[src/rtl/game_mux.sv]
// -----------------------------------------------------------------------------
// game_mux
//
// Board-level result selector combining an N-faced electronic dice, a
// free-running traffic-light sequencer with programmable phase lengths, and a
// registered output stage. The output stage can show the dice, the lights,
// alternate between them automatically, or freeze on its current value.
//
// Parameters:
//   WIDTH      result bus width (>= 3, 2^WIDTH-1 >= FACES)
//   FACES      number of dice faces, dice values run 1..FACES
//   RED_CYC    red phase length in clk cycles
//   RA_CYC     red+amber phase length in clk cycles
//   GREEN_CYC  green phase length in clk cycles
//   AMBER_CYC  amber phase length in clk cycles
//   SWAP       auto-mode dwell per source in clk cycles
//
// Ports:
//   clk     in   system clock, rising edge
//   rst     in   asynchronous, active-high reset
//   button  in   dice roll enable (level, sampled at clk edges)
//   mode    in   0 = dice, 1 = lights, 2 = auto-alternate, 3 = freeze
//   result  out  selected value, registered
//   src     out  source of result: 0 = dice, 1 = lights
// -----------------------------------------------------------------------------
module game_mux #(
    parameter int WIDTH     = 3,
    parameter int FACES     = 6,
    parameter int RED_CYC   = 2,
    parameter int RA_CYC    = 1,
    parameter int GREEN_CYC = 3,
    parameter int AMBER_CYC = 1,
    parameter int SWAP      = 4
) (
    input  logic             clk,
    input  logic             rst,
    input  logic             button,
    input  logic [1:0]       mode,
    output logic [WIDTH-1:0] result,
    output logic             src
);

    function automatic int max2(input int a, input int b);
        return (a > b) ? a : b;
    endfunction

    localparam int MAX_DUR = max2(max2(RED_CYC, RA_CYC), max2(GREEN_CYC, AMBER_CYC));
    localparam int CNT_W   = $clog2(MAX_DUR) + 1;
    localparam int SC_W    = $clog2(SWAP) + 1;

    localparam logic [1:0] MODE_DICE   = 2'd0;
    localparam logic [1:0] MODE_LIGHTS = 2'd1;
    localparam logic [1:0] MODE_AUTO   = 2'd2;

    // Light encodings are {green, amber, red} so the state drives LEDs directly.
    typedef enum logic [2:0] {
        RED   = 3'b001,
        RA    = 3'b011,
        GREEN = 3'b100,
        AMBER = 3'b010
    } light_t;

    // -------------------------------------------------------------------------
    // Dice
    // -------------------------------------------------------------------------
    logic [WIDTH-1:0] throw_val;

    function automatic logic [WIDTH-1:0] next_throw(input logic [WIDTH-1:0] cur);
        if (cur >= WIDTH'(FACES))
            return WIDTH'(1);
        else
            return cur + WIDTH'(1);
    endfunction

    always_ff @(posedge clk or posedge rst) begin
        if (rst)
            throw_val <= WIDTH'(1);
        else if (button)
            throw_val <= next_throw(throw_val);
    end

    // -------------------------------------------------------------------------
    // Traffic lights
    // -------------------------------------------------------------------------
    light_t           light;
    light_t           light_next;
    logic [CNT_W-1:0] cnt;
    logic [CNT_W-1:0] cnt_last;
    logic [2:0]       light_bits;

    always_comb begin
        cnt_last   = CNT_W'(RED_CYC - 1);
        light_next = RA;
        case (light)
            RED: begin
                cnt_last   = CNT_W'(RED_CYC - 1);
                light_next = RA;
            end
            RA: begin
                cnt_last   = CNT_W'(RA_CYC - 1);
                light_next = GREEN;
            end
            GREEN: begin
                cnt_last   = CNT_W'(GREEN_CYC - 1);
                light_next = AMBER;
            end
            AMBER: begin
                cnt_last   = CNT_W'(AMBER_CYC - 1);
                light_next = RED;
            end
            default: begin
                cnt_last   = CNT_W'(0);
                light_next = RED;
            end
        endcase
    end

    always_ff @(posedge clk or posedge rst) begin
        if (rst) begin
            light <= RED;
            cnt   <= '0;
        end else if (cnt >= cnt_last) begin
            light <= light_next;
            cnt   <= '0;
        end else begin
            cnt   <= cnt + CNT_W'(1);
        end
    end

    assign light_bits = light;

    // -------------------------------------------------------------------------
    // Auto-alternate source selection
    // -------------------------------------------------------------------------
    logic [SC_W-1:0] sc;
    logic            auto_src;

    // Outside auto mode the dwell is cleared so re-entry starts on the dice
    // with a full dwell; this clear also overrides a coincident toggle.
    always_ff @(posedge clk or posedge rst) begin
        if (rst) begin
            sc       <= '0;
            auto_src <= 1'b0;
        end else if (mode != MODE_AUTO) begin
            sc       <= '0;
            auto_src <= 1'b0;
        end else if (sc >= SC_W'(SWAP - 1)) begin
            sc       <= '0;
            auto_src <= ~auto_src;
        end else begin
            sc       <= sc + SC_W'(1);
        end
    end

    // -------------------------------------------------------------------------
    // Output register (freeze simply leaves it untouched)
    // -------------------------------------------------------------------------
    always_ff @(posedge clk or posedge rst) begin
        if (rst) begin
            result <= '0;
            src    <= 1'b0;
        end else begin
            case (mode)
                MODE_DICE: begin
                    result <= throw_val;
                    src    <= 1'b0;
                end
                MODE_LIGHTS: begin
                    result <= WIDTH'(light_bits);
                    src    <= 1'b1;
                end
                MODE_AUTO: begin
                    result <= auto_src ? WIDTH'(light_bits) : throw_val;
                    src    <= auto_src;
                end
                default: begin
                    result <= result;
                    src    <= src;
                end
            endcase
        end
    end

endmodule

[config.mk]
export PLATFORM = sky130hd
export DESIGN_NAME = game_mux
export DESIGN_NICKNAME = d
export VERILOG_FILES = /design/src/rtl/game_mux.sv
export SDC_FILE = /design/constraint.sdc
export NUM_CORES = 1
export LEC_CHECK = 0
export BUFFER_PORTS_ARGS = -buffer_cell sky130_fd_sc_hd__buf_2
export CAP_MARGIN = 20
export CORE_MARGIN = 4
export CORE_UTILIZATION = 50
export CTS_CLUSTER_DIAMETER = 40
export CTS_CLUSTER_SIZE = 10
export DETAILED_ROUTE_END_ITERATION = 8
export PLACE_DENSITY = 0.69
export SLEW_MARGIN = 20
export SYNTH_ARGS = -nofsm -noshare
export SYNTH_HDL_FRONTEND = slang
export SYNTH_SLANG_ARGS = --single-unit
export TNS_END_PERCENT = 30
[constraint.sdc]
create_clock -name clk -period 3.9 [get_ports clk]
set_input_delay 0.195 -clock clk [delete_from_list [all_inputs] [get_ports clk]]
set_output_delay 0.195 -clock clk [all_outputs]
set_load 0.01 [all_outputs]
Yosys cells after proc, flatten, opt, wreduce, memory -nomap -nowiden. Cells that the tools add are included.

Bits in latches: 0. Word-level logic and storage cells: 34. Memory bits (read-only): 0. RAM bits: 0. Input port bits: 5. Bits in registers: 17. Memories kept: 0.

Order comparisons: 3. Bitwise gates (word level): 1. Divide/modulo/power cells: 0. Reductions and logical operators: 3. Shift operators: 0. Eq/ne operators: 6. $mul: 0. Mux-type cells: 11. Add/subtract/negate cells: 3.

Operators with widths (count): 3-bit one-hot mux with 3 select lines (2); 3-bit 2-to-1 mux (5); 3-bit by 1-bit adder with 3-bit output, second input constant (3); 2-bit one-hot mux with 2 select lines (1); 3-bit by 1-bit equality test with 1-bit output, second input constant (1); 3-bit by 2-bit equality test with 1-bit output, second input constant (1); 3-bit equality test, second input constant (1); 3-bit by 2-bit greater-or-equal comparator with 1-bit output, second input constant (1); 3-bit greater-or-equal comparator (1); 3-bit greater-or-equal comparator, second input constant (1); 1-bit one-hot mux with 3 select lines (1); 3-bit nonzero test (1); 2-bit by 1-bit equality test with 1-bit output, second input constant (1); 2-bit equality test, second input constant (1); 2-bit zero test (1); 1-bit 2-to-1 mux (2); 2-bit inequality test, second input constant (1); 2-bit nonzero test (1); 1-bit NOT (1).

Longest topological paths before layout.
Word-level depth: 4. Gate-level depth with buffers: 5. Depth with buffers taken out: 5.

Worst setup path after synthesis. Ideal clock, no wire load.

Kind: flip-flop to flip-flop. From: reg light[0]. To: reg light[1]. Arrival: 1.753 ns. Clock period less this slack: 1.879 ns. Setup slack: 2.021 ns. Data required time: 3.775 ns. Cell stages (with the launch flop): 6. Setup time: 0.125 ns. Path through: dfstp_2 > nor3b_1 > ha_1 > nand2b_4 > a211o_4 > mux2_4.

Longest elaborated chain between the ends: 3. Elaborated cells on any way between the ends: 6. Classes of those cells: 1 x order compare; 3 x eq/ne; 2 x mux.

Ends and longest elaborated chain: start: declaration (RTL line 85) `light_t light;`; start signal: assignment (RTL line 123) `light <= light_next;`; 3-bit equality test or 3-bit by 1-bit equality test with 1-bit output (tied branches) (RTL line 94) `case (light)`; 2-bit one-hot mux with 2 select lines (RTL line 94); 3-bit greater-or-equal comparator (RTL line 122) `end else if (cnt >= cnt_last) begin`.

Parallel ways exist; a longest one is shown, timed or not. A chain may end at the register's enable or synchronous reset.

Worst setup path after layout. Same ends and word-level chain as after synthesis.

==> summary.md <==
| Metric | Value |
|---|---|
| WP buf/inv | 0 |
| Layout net count | 106 |
| Status | finished clean |
| R2R cell count | 5 |
| I/O Pins | 9 |
| Worst-Skew Late Latency | 0.28 ns |
| Flops & latches, synth | 17 |
| Slew Limit Fails | 0 |
| Slew headroom | 58.0% |
| Leakage power | 0.495 nW |
| Starting DRT DRC Count | 7 |
| Most common cell after layout, fill and taps aside | dfrtp_1 |
| Total GRT Usage | 13.8% |
| CP max stage delay | 0.59 ns |
| DP HPWL | 1060 µm |
| ANT cells | 0 |
| Worst Hold End | throw_val[1]$_DFFE_PP0P_ |
| Final setup viols | 0 |
| Starting density of the core | 55.3% |
| Required @ worst endpoint | 4.08 ns |
| Worst Setup Start Kind | flip-flop |
| Final cell count without fillers | 115 |
| CTS Buf Count | 3 |
| Setup TNS Final | 0 ns |
| Power Dens Cells | 387 nW/µm² |
| Reg2reg setup slack | 1.91 ns |
| Critical path class | reg -> reg |
| Ys flop type | dfrtp_1 |
| Arr. time, crit path | 2.17 ns |
| Multi-input logic area | 420 µm² |
| DR pass1 iterations | 4 |
| Max Cap Viol | 0 |
| Vias in the first global route | 572 |
| Hold WC Path Type | in -> reg |
| DRC viols | 0 |
| Width of the die | 50 µm |
| Clock sink total | 17 |
| Number of cells on the worst hold path | 2 |
| Slowest-stage cell, CP | dfstp_2 |
| Skew final | 0.00651 ns |
| Post-synth top area share | 42.6% |
| Clock slew at the register clock pins of the worst setup and hold paths | 0.10 ns |
| Mapped Nets | 92 |
| CTS tree | built |
| Area Overhead vs Synth | 12.2% |
| Tcrit/Tclk final | 51.1% |
| Core Region | 1590 µm² |
| Sequential cell area | 428 µm² |
| Yosys cell types | 23 |
| Final Hold Viols | 0 |
| DR vias/cell | 5.15 |
| RSZ-0062 raised after global routing | no |
| Die span in y | 50 µm |
| Critical-path cell list | nor3b_1, ha_1, nand2b_4, a211o_4, mux2_4 |
| Worst-Margin Slew | 0.629 ns |
| Hold Crit Start | button |
| Top Family by Delay on Critical Path | flip-flops |
| Terminus of the critical flop-to-flop path | light[1]$_DFFE_PP0P_ |
| Mapped Area | 882 µm² |
| Routability congestion estimate | 0.759 |
| Syn avg cell area | 11.3 µm² |
| Initial antenna violation count | 0 |
| Grt total ovfl | 0 |
| Synth async-reset ratio | 100% |
| Share of cells above drive strength 1 | 19.8% |
| Min Tclk post-route | 1.99 ns |
| CP max FO | 6 |
| DIE AREA | 2500 µm² |
| Post-route ant nets | 0 |
| Std cell rows | 14 |
| Total number of vias | 592 |
| Root buf cell | clkbuf_4 |
| Largest area contributor in the netlist | dfrtp_1 |
| Most frequent cells in the layout | 15 x dfrtp_1, 9 x inv_1, 9 x ha_1 |
| R2r startpoint | light[0]$_DFFE_PP1P_ |
| Worst Setup SP | light[0]$_DFFE_PP1P_ |
| Final Total Pwr | 383 µW |
| Post-CTS Setup Inserts | 0 |
| Largest net degree at the start of global routing | 18 |
| Clock tree buffer depth | 2 |
| WL/cell | 11.9 µm |
| Crit. End Element | flip-flop |
| YS warnings | 0 |
| PortBufs | 8 |
| Largest cells by area after synthesis | dfrtp_1 43%, ha_1 13%, dfstp_2 6.0%, a211oi_1 4.3%, and2_1 4.3% |
| VDD IR max | 0.247 mV |
| Number of flops mapped to enable cells by yosys | 0 |
| First-pass GRT wire length | 2570 µm |
| Highest Clock Rate | 502 MHz |
| Routed WL | 1370 µm |
| Fillers | 135 |
| Mapped Cells | 78 |
| Sequential area share after synthesis | 48.5% |
| Placed Cells | 110 |
| H-tree levels | 1 |
[area by class of cell]
| cell class | instances | share of cell area, % |
|---|---|---|
| clock buffers | 3 | 2.28 |
| multi-input cells | 52 | 42.5 |
| clock inverters | 1 | 0.506 |
| repair buffers | 9 | 5.06 |
| well taps | 24 | 3.03 |
| inverters | 9 | 3.41 |
| flip-flops and latches | 17 | 43.2 |
[per-stage QoR]
step / cell area (µm²) / setup slack (ns) / hold WS [ns] / util [%]
5_1_grt: 990 / 1.85 / 0.142 / 62.1
3_5_place_dp: 952 / 1.92 / 0.311 / 59.7
4_1_cts: 990 / 1.91 / 0.144 / 62.1
2_1_floorplan: 882 / 2.02 / 0.120 / -
3_3_place_gp: 952 / 1.99 / 0.305 / 59.7
6_report: 990 / 1.91 / 0.155 / 62.1
[worst reg2reg max path: cells and delay by family, from the launching register on]
kind	cells	cell delay [ns]
AOI/OAI and AO/OA	1	0.36
adders and majority gates	1	0.27
DFF	1	0.59
muxes	1	0.30
and+or+nand+nor	2	0.37
[cells by family after synthesis]
group	after synthesis	share of synthesized area [%]
AND/OR/NAND/NOR	22	14.3
AO/OA/AOI/OAI	17	15.2
flip-flops	17	48.5
buffers and inverters	9	3.83
adder cells (fa/ha/maj)	9	12.8
XOR/XNOR	2	1.99
multiplexers	2	3.40
[synth_stat cells, drive strengths merged, types with 3 or more instances]
| cell type | number |
|---|---|
| and2 | 6 |
| ha | 9 |
| a211oi | 5 |
| o21ai | 3 |
| a221o | 3 |
| nor2 | 4 |
| inv | 9 |
| dfrtp | 15 |
| nand2 | 4 |
[how the worst max path moves through the flow]
| stage | depth (start not counted) | slack, ns | endpoint |
|---|---|---|---|
| after global routing | 5 | 1.85 | light[1]$_DFFE_PP0P_ |
| final | 5 | 1.91 | light[1]$_DFFE_PP0P_ |
| after global placement | 5 | 1.99 | light[1]$_DFFE_PP0P_ |
| after CTS | 5 | 1.91 | light[1]$_DFFE_PP0P_ |
| after detailed placement | 5 | 1.92 | light[1]$_DFFE_PP0P_ |
| after floorplan | 5 | 2.02 | light[1]$_DFFE_PP0P_ |
[state kept, by name, indices dropped and copies added (netlist names)]
name       cells
result         3
src            1
sc             3
throw_val      3
cnt            3
light          3
auto_src       1
[timing repair]
| item | in CTS | in global routing |
|---|---|---|
| resized for setup | 0 | 0 |
| hold endpoints to repair | 8 | 0 |
| hold buffers | 1 | 0 |
| endpoints found under the setup margin | 0 | 0 |
[per-layer routing]
metal  vias to the layer above  wire (µm)  global-route usage (%)
met5                         -          0                       0
met4                         0         40                    9.68
met3                         4         65                    3.31
met2                        17        581                    18.9
met1                       272        682                    18.8
li1                        299          -                       -
[where the power goes]
group	internal, mW	switching (mW)
Sequential	0.203	0.0205
Clock	0.0381	0.0516
Combinational	0.0346	0.0351
Total	0.276	0.107
Power figures use the tool's default switching activity.
